File: src/rtl/mem_bus_ctrl_if.sv
// CPU-side memory bus: command, address and store data toward the controller,
// plus load data and the ready/done handshake coming back.
interface mem_bus_ctrl_if #(
    parameter int DATA_W = 16,
    parameter int ADDR_W = 9
);
    logic [1:0]        mem_cmd;
    logic [ADDR_W-1:0] mem_addr;
    logic [DATA_W-1:0] write_data;
    logic [DATA_W-1:0] read_data;
    logic              mem_ready;
    logic              mem_done;

    modport master (
        output mem_cmd, mem_addr, write_data,
        input  read_data, mem_ready, mem_done
    );

    modport slave (
        input  mem_cmd, mem_addr, write_data,
        output read_data, mem_ready, mem_done
    );
endinterface

File: src/rtl/mem_bus_ctrl.sv
// Memory/IO controller: word RAM plus LED/switch registers behind a wait-stated bus.
// Define MEM_BUS_ERR_EN to build the sticky bus_err flag for unmapped accesses.
module mem_bus_ctrl #(
    parameter int              DATA_W      = 16,
    parameter int              ADDR_W      = 9,
    parameter int              RAM_DEPTH   = 256,
    parameter int              WAIT_CYCLES = 1,
    parameter logic [ADDR_W-1:0] LED_ADDR  = 9'h100,
    parameter logic [ADDR_W-1:0] SW_ADDR   = 9'h140,
    parameter int              IO_W        = 8
) (
    input  logic              clk,
    input  logic              reset,
    mem_bus_ctrl_if.slave     bus,
    input  logic [IO_W-1:0]   sw,
    output logic [IO_W-1:0]   led,
    output logic              bus_err
);

    localparam int                RAM_AW    = $clog2(RAM_DEPTH);
    localparam logic [ADDR_W:0]   RAM_LIMIT = (ADDR_W+1)'(RAM_DEPTH);
    localparam logic [3:0]        WAIT_INIT = 4'(WAIT_CYCLES);
    localparam logic [1:0]        CMD_READ  = 2'b01;
    localparam logic [1:0]        CMD_WRITE = 2'b10;

    typedef enum logic [1:0] {S_IDLE, S_WAIT, S_ACCESS, S_DONE} state_t;

    state_t              state_q, state_d;
    logic [3:0]          cnt_q, cnt_d;
    logic                wr_q, wr_d;
    logic [ADDR_W-1:0]   addr_q, addr_d;
    logic [DATA_W-1:0]   wdata_q, wdata_d;
    logic [DATA_W-1:0]   rdata_q, rdata_d;
    logic [IO_W-1:0]     led_q, led_d;
    logic [IO_W-1:0]     sw_meta_q, sw_sync_q;
    logic [DATA_W-1:0]   ram [RAM_DEPTH];
    logic                ram_we;
    logic                hit_ram, hit_led, hit_sw;
    logic [DATA_W-1:0]   rd_val;

    // Decode on the latched address; RAM wins over the IO registers.
    assign hit_ram = {1'b0, addr_q} < RAM_LIMIT;
    assign hit_led = !hit_ram && (addr_q == LED_ADDR);
    assign hit_sw  = !hit_ram && !hit_led && (addr_q == SW_ADDR);

    always_comb begin
        rd_val = '0;
        if (hit_ram)      rd_val = ram[addr_q[RAM_AW-1:0]];
        else if (hit_led) rd_val = DATA_W'(led_q);
        else if (hit_sw)  rd_val = DATA_W'(sw_sync_q);
    end

    // NOTE: every output of this block gets a default first, so no path can infer a latch.
    always_comb begin
        state_d = state_q;
        cnt_d   = cnt_q;
        wr_d    = wr_q;
        addr_d  = addr_q;
        wdata_d = wdata_q;
        rdata_d = rdata_q;
        led_d   = led_q;
        ram_we  = 1'b0;
        unique case (state_q)
            S_IDLE: begin
                if (bus.mem_cmd == CMD_READ || bus.mem_cmd == CMD_WRITE) begin
                    wr_d    = (bus.mem_cmd == CMD_WRITE);
                    addr_d  = bus.mem_addr;
                    wdata_d = bus.write_data;
                    if (WAIT_CYCLES == 0) begin
                        state_d = S_ACCESS;
                    end else begin
                        state_d = S_WAIT;
                        cnt_d   = WAIT_INIT;
                    end
                end
            end
            S_WAIT: begin
                cnt_d = cnt_q - 4'd1;
                if (cnt_q <= 4'd1) state_d = S_ACCESS;
            end
            S_ACCESS: begin
                state_d = S_DONE;
                if (wr_q) begin
                    if (hit_ram)      ram_we = 1'b1;
                    else if (hit_led) led_d  = wdata_q[IO_W-1:0];
                end else begin
                    rdata_d = rd_val;
                end
            end
            S_DONE:  state_d = S_IDLE;
            default: state_d = S_IDLE;
        endcase
    end

    // NOTE: sequential state uses non-blocking assignments so all flops update together.
    always_ff @(posedge clk or negedge reset) begin
        if (!reset) begin
            state_q   <= S_IDLE;
            cnt_q     <= '0;
            wr_q      <= 1'b0;
            addr_q    <= '0;
            wdata_q   <= '0;
            rdata_q   <= '0;
            led_q     <= '0;
            sw_meta_q <= '0;
            sw_sync_q <= '0;
        end else begin
            state_q   <= state_d;
            cnt_q     <= cnt_d;
            wr_q      <= wr_d;
            addr_q    <= addr_d;
            wdata_q   <= wdata_d;
            rdata_q   <= rdata_d;
            led_q     <= led_d;
            sw_meta_q <= sw;
            sw_sync_q <= sw_meta_q;
        end
    end

    // NOTE: RAM has no reset so it maps onto a plain memory macro; reset only blocks the write.
    always_ff @(posedge clk) begin
        if (ram_we) ram[addr_q[RAM_AW-1:0]] <= wdata_q;
    end

    assign bus.read_data = rdata_q;
    assign bus.mem_ready = (state_q == S_IDLE);
    assign bus.mem_done  = (state_q == S_DONE);
    assign led           = led_q;

`ifdef MEM_BUS_ERR_EN
    logic bus_err_q;
    logic bad_access;

    assign bad_access = !(hit_ram || hit_led || hit_sw) || (wr_q && hit_sw);

    always_ff @(posedge clk or negedge reset) begin
        if (!reset)                                   bus_err_q <= 1'b0;
        else if (state_q == S_ACCESS && bad_access)   bus_err_q <= 1'b1;
    end

    assign bus_err = bus_err_q;
`else
    assign bus_err = 1'b0;
`endif

endmodule

File: src/flat_wrapper.sv
// flat-port wrapper written by rule: the top's interface ports become plain ports
module mem_bus_ctrl_flat 
#(
    parameter int              DATA_W      = 16,
    parameter int              ADDR_W      = 9,
    parameter int              RAM_DEPTH   = 256,
    parameter int              WAIT_CYCLES = 1,
    parameter logic [ADDR_W-1:0] LED_ADDR  = 9'h100,
    parameter logic [ADDR_W-1:0] SW_ADDR   = 9'h140,
    parameter int              IO_W        = 8
)
  (clk, reset, sw, led, bus_err, bus_mem_cmd, bus_mem_addr, bus_write_data, bus_read_data, bus_mem_ready, bus_mem_done);
  mem_bus_ctrl_if #(.DATA_W(DATA_W), .ADDR_W(ADDR_W)) bus_i ();
  input  logic clk;
  input  logic reset;
  input  logic [IO_W-1:0] sw;
  output logic [IO_W-1:0] led;
  output logic bus_err;
  input wire logic [$bits(bus_i.mem_cmd)-1:0] bus_mem_cmd;
  input wire logic [$bits(bus_i.mem_addr)-1:0] bus_mem_addr;
  input wire logic [$bits(bus_i.write_data)-1:0] bus_write_data;
  output wire logic [$bits(bus_i.read_data)-1:0] bus_read_data;
  output wire logic [$bits(bus_i.mem_ready)-1:0] bus_mem_ready;
  output wire logic [$bits(bus_i.mem_done)-1:0] bus_mem_done;
  assign bus_i.mem_cmd = bus_mem_cmd;
  assign bus_i.mem_addr = bus_mem_addr;
  assign bus_i.write_data = bus_write_data;
  assign bus_read_data = bus_i.read_data;
  assign bus_mem_ready = bus_i.mem_ready;
  assign bus_mem_done = bus_i.mem_done;
  mem_bus_ctrl #(.DATA_W(DATA_W), .ADDR_W(ADDR_W), .RAM_DEPTH(RAM_DEPTH), .WAIT_CYCLES(WAIT_CYCLES), .LED_ADDR(LED_ADDR), .SW_ADDR(SW_ADDR), .IO_W(IO_W)) u_core (.clk(clk), .reset(reset), .bus(bus_i), .sw(sw), .led(led), .bus_err(bus_err));
endmodule
File: config.mk
export PLATFORM = sky130hd
export DESIGN_NAME = mem_bus_ctrl_flat
export DESIGN_NICKNAME = d
export VERILOG_FILES = /design/src/rtl/mem_bus_ctrl_if.sv /design/src/rtl/mem_bus_ctrl.sv /design/src/flat_wrapper.sv
export SDC_FILE = /design/constraint.sdc
export NUM_CORES = 2
export LEC_CHECK = 0
export BUFFER_PORTS_ARGS = -buffer_cell sky130_fd_sc_hd__buf_2
export CAP_MARGIN = 20
export CORE_ASPECT_RATIO = 0.5
export CORE_UTILIZATION = 55
export DETAILED_ROUTE_END_ITERATION = 7
export PLACE_DENSITY = 0.73
export SYNTH_ARGS = -nofsm -noshare
export SYNTH_HDL_FRONTEND = slang
export SYNTH_SLANG_ARGS = --single-unit
File: constraint.sdc
create_clock -name clk -period 10.8 [get_ports clk]
set_input_delay 2.16 -clock clk [delete_from_list [all_inputs] [get_ports clk]]
set_output_delay 2.16 -clock clk [all_outputs]
set_load 0.1 [all_outputs]
==> summary.txt <==
Status
  – Status: finished, violations left
  – Failing checks: max-capacitance violations

STA
  – Fmax: 175 MHz
  – Total Neg Setup Slack: 0 ns
  – Final Setup Violations: 0
  – Final period util: roughly 53%
  – RSZ-0062 raised after global routing: false
  – Final clock skew: approximately 0.06 ns
  – Min Tclk post-route: about 5.7 ns
  – Slew HR: roughly 1.8%
  – Endpoints failing hold: 0
  – Max-slew violation count: 0
  – Worst-Margin Slew: around 1.5 ns

Yosys
  – Post-synth EDFFs: approximately 4000
  – Post-synthesis sequential area ratio: a little under 80%
  – Mapped Area: 160000 um^2
  – Cells taking the most area after synthesis: edfxtp_1, mux4_2, mux2i_1, dfrtp_1, nor2_1
  – Netlist cell types: 75
  – Leading area contributor after synthesis: edfxtp_1
  – Net Count, Synth: 7151
  – Most used DFF post-synth: edfxtp_1
  – FFs w/ async S/R, synth: 1.73%
  – Register bit total from synthesis: approximately 4200
  – Mapped Cells: about 7100
  – Synth warn: 0
  – Avg Cell Area, Syn: approximately 23 um^2
  – Synth top area share: 76.8%

Setup path
  – Critical Path Fanout Max: 104
  – Reg2reg end: u_core.bus.read_data[12]$_DFFE_PN0P_
  – Setup slack, reg-to-reg: 5.10 ns
  – CP startpoint kind: register
  – Worst Reg-to-Reg Cells: 9
  – R2r startpoint: u_core.addr_q[1]$_DFFE_PN0P_
  – Worst EP arrival: between 6 and 7 ns
  – Critical path endpoint: u_core.bus.read_data[12]$_DFFE_PN0P_
  – Crit path from: u_core.addr_q[1]$_DFFE_PN0P_
  – Critical Path RT: between 10 and 15 ns
  – Setup CP Type: reg2reg
  – Crit end category: register

Global route
  – Tot GR Track Use: 30.2%
  – Gr ovfl total: 0
  – Largest net degree at the start of global routing: about 170
  – Initial antenna violation count: 33
  – First-pass GRT wire length: between 600 and 700 mm
  – Vias in the first global route: just under 80000

Clock tree
  – Root buf cell: clkbuf_16
  – Post-CTS Setup Bufs: 0
  – CTS Sinks: 4168
  – Clock slew at reported path FFs: 0.07 ns
  – TritonCTS Buffers: between 300 and 400
  – Post-cts sizing count: 0
  – Worst-Skew Late Latency: 0.92 ns
  – Htree depth: 5
  – Max clock buf depth: 4
  – CTS Hold Bufs: 0
  – CTS tree: built

Route
  – Wire per inst: 37.9 um
  – Drt drc: 0
  – Vias: roughly 82000
  – Pre-antenna DRT Iters: 7
  – Antenna viol nets, final: 0
  – Routed WL: about 450 mm
  – 1st-iter DRT viols: ~14000
  – Vias per cell: slightly below 7

Finish
  – Synthesis-to-layout area growth: 11.2%
  – Nets@finish: ~7600
  – Layout cell share with drive strength beyond 1: 27.7%
  – Commonest non-fill, non-tap cell in the layout: edfxtp_1
  – Finished Layout Cells: 11760
  – Final instance area: ~180000 um^2
  – Most frequent cells in the layout: edfxtp_1, mux4_2, buf_4, clkbuf_16, nor2_1

Place
  – RD Place Congestion: between 0.9 and 1
  – Area after DPL: 167000 um^2
  – Post-placement cell count: about 11000
  – Port Buffers: 62
  – Dpl hpwl: around 270 mm

Hold path
  – Hold crit path type: reg2reg

Power and ir drop
  – Pleak: between 50 and 60 nW
  – Pwr per Cell Area: between 200 and 300 nW/um^2
  – VDD IR max: roughly 0.28 mV

Floorplan
  – Site row count: approximately 140
  – Die area: around 290000 um^2
  – I/O Pins: 64
  – Die Span X: between 700 and 800 um
  – Core area: between 200000 and 300000 um^2
  – Starting Density: a little under three fifths
  – Chip Height: between 300 and 400 um

Run
  – Max-cap viol count: 1
worst max-delay path, cell delays in order (launching register included):
cell,delay [ns]
dfrtp_4,0.95
buf_12,0.58
buf_4,0.64
mux4_2,0.42
mux2i_1,0.86
o32ai_1,0.18
nor4_1,1.15
o221ai_1,0.31
nor3_1,0.30
o21ai_1,0.11
registers in the layout, indices dropped and copies added (netlist names), 2 cells and up:
signal	flops
u_core.addr_q	9
u_core.bus.read_data	16
u_core.cnt_q	4
u_core.led	8
u_core.ram	4096
u_core.state_q	2
u_core.sw_meta_q	8
u_core.sw_sync_q	8
u_core.wdata_q	16
layout make-up:
type	instances	area, um^2
Clock buffer	449	9390
Timing Repair Buffer	511	3990
Antenna cell	31	77.6
Inverter	12	55.1
Multi-Input combinational cell	2521	33200
Sequential cell	4168	125000
Clock inverter	191	1740
Fill cell	19104	110000
Tap cell	3877	4850
power breakdown:
part	total [mW]	switching [mW]	internal, mW
combinational	15.3	10.2	5.04
clock	12.6	5.74	6.90
sequential	21.2	0.850	20.3
total	49.1	16.8	32.3
per-stage QoR:
step / setup slack (ns) / hold slack (ns) / power (mW) / util (%)
after floorplan: 6.80 / 0.331 / 30.5 / -
after global placement: 4.56 / 0.333 / 36.0 / 57.8
after detailed placement: 5.30 / 0.336 / 36.3 / 57.9
after CTS: 5.28 / 0.351 / 48.7 / 61.7
after global routing: 5.01 / 0.352 / 50.0 / 61.8
final: 5.10 / 0.348 / 49.1 / 61.8
synth_stat cells (14+ instances only):
| cell | n |
|---|---|
| nand3_1 | 59 |
| o22a_1 | 14 |
| a21oi_1 | 57 |
| buf_4 | 85 |
| a211oi_1 | 22 |
| a221oi_1 | 16 |
| mux4_2 | 1052 |
| nand2_1 | 233 |
| buf_6 | 43 |
| mux2_2 | 39 |
| mux2i_1 | 223 |
| a31oi_1 | 15 |
| a22oi_1 | 59 |
| nor2_1 | 309 |
| clkbuf_1 | 111 |
| nor3_1 | 36 |
| dfrtp_1 | 72 |
| buf_2 | 152 |
| o32ai_1 | 15 |
| a32o_1 | 18 |
| a32oi_1 | 26 |
| o22ai_1 | 80 |
| nor2b_1 | 26 |
| nor4_1 | 20 |
| o221ai_1 | 14 |
| edfxtp_1 | 4096 |
| o21ai_0 | 44 |
how the worst min path moves through the flow:
stage	startpoint	endpoint	slack, ns	cells past startpoint
finish	u_core.sw_meta_q[1]$_DFF_PN0_	u_core.sw_sync_q[1]$_DFF_PN0_	0.35	0
global route	u_core.sw_meta_q[7]$_DFF_PN0_	u_core.sw_sync_q[7]$_DFF_PN0_	0.35	0
CTS	u_core.sw_meta_q[1]$_DFF_PN0_	u_core.sw_sync_q[1]$_DFF_PN0_	0.35	0
detailed placement	u_core.sw_meta_q[7]$_DFF_PN0_	u_core.sw_sync_q[7]$_DFF_PN0_	0.34	0
global placement	u_core.sw_meta_q[1]$_DFF_PN0_	u_core.sw_sync_q[1]$_DFF_PN0_	0.33	0
floorplan	u_core.sw_meta_q[0]$_DFF_PN0_	u_core.sw_sync_q[0]$_DFF_PN0_	0.33	0
routing by layer:
layer	up-vias	wire [um]	track usage, %
met5	-	154	0.740
met4	26	19900	11.3
met3	998	70200	10.8
met2	6638	196000	43.5
met1	43080	159000	42.9
li1	31015	-	-
kinds of logic (layout without fill, tap and decap cells):
kind of cell | after synthesis | count (layout) | share of synthesized area [%]
buffers and inverters | 418 | 1163 | 1.52
flip-flops | 4168 | 4168 | 77.9
AND/OR/NAND/NOR | 745 | 745 | 2.02
AO/OA/AOI/OAI | 454 | 454 | 2.04
multiplexers | 1314 | 1314 | 16.5
adder cells (fa/ha/maj) | 7 | 7 | 0.0547
other | 1 | 32 | 0.00234
(Power assumes the default switching activity.)
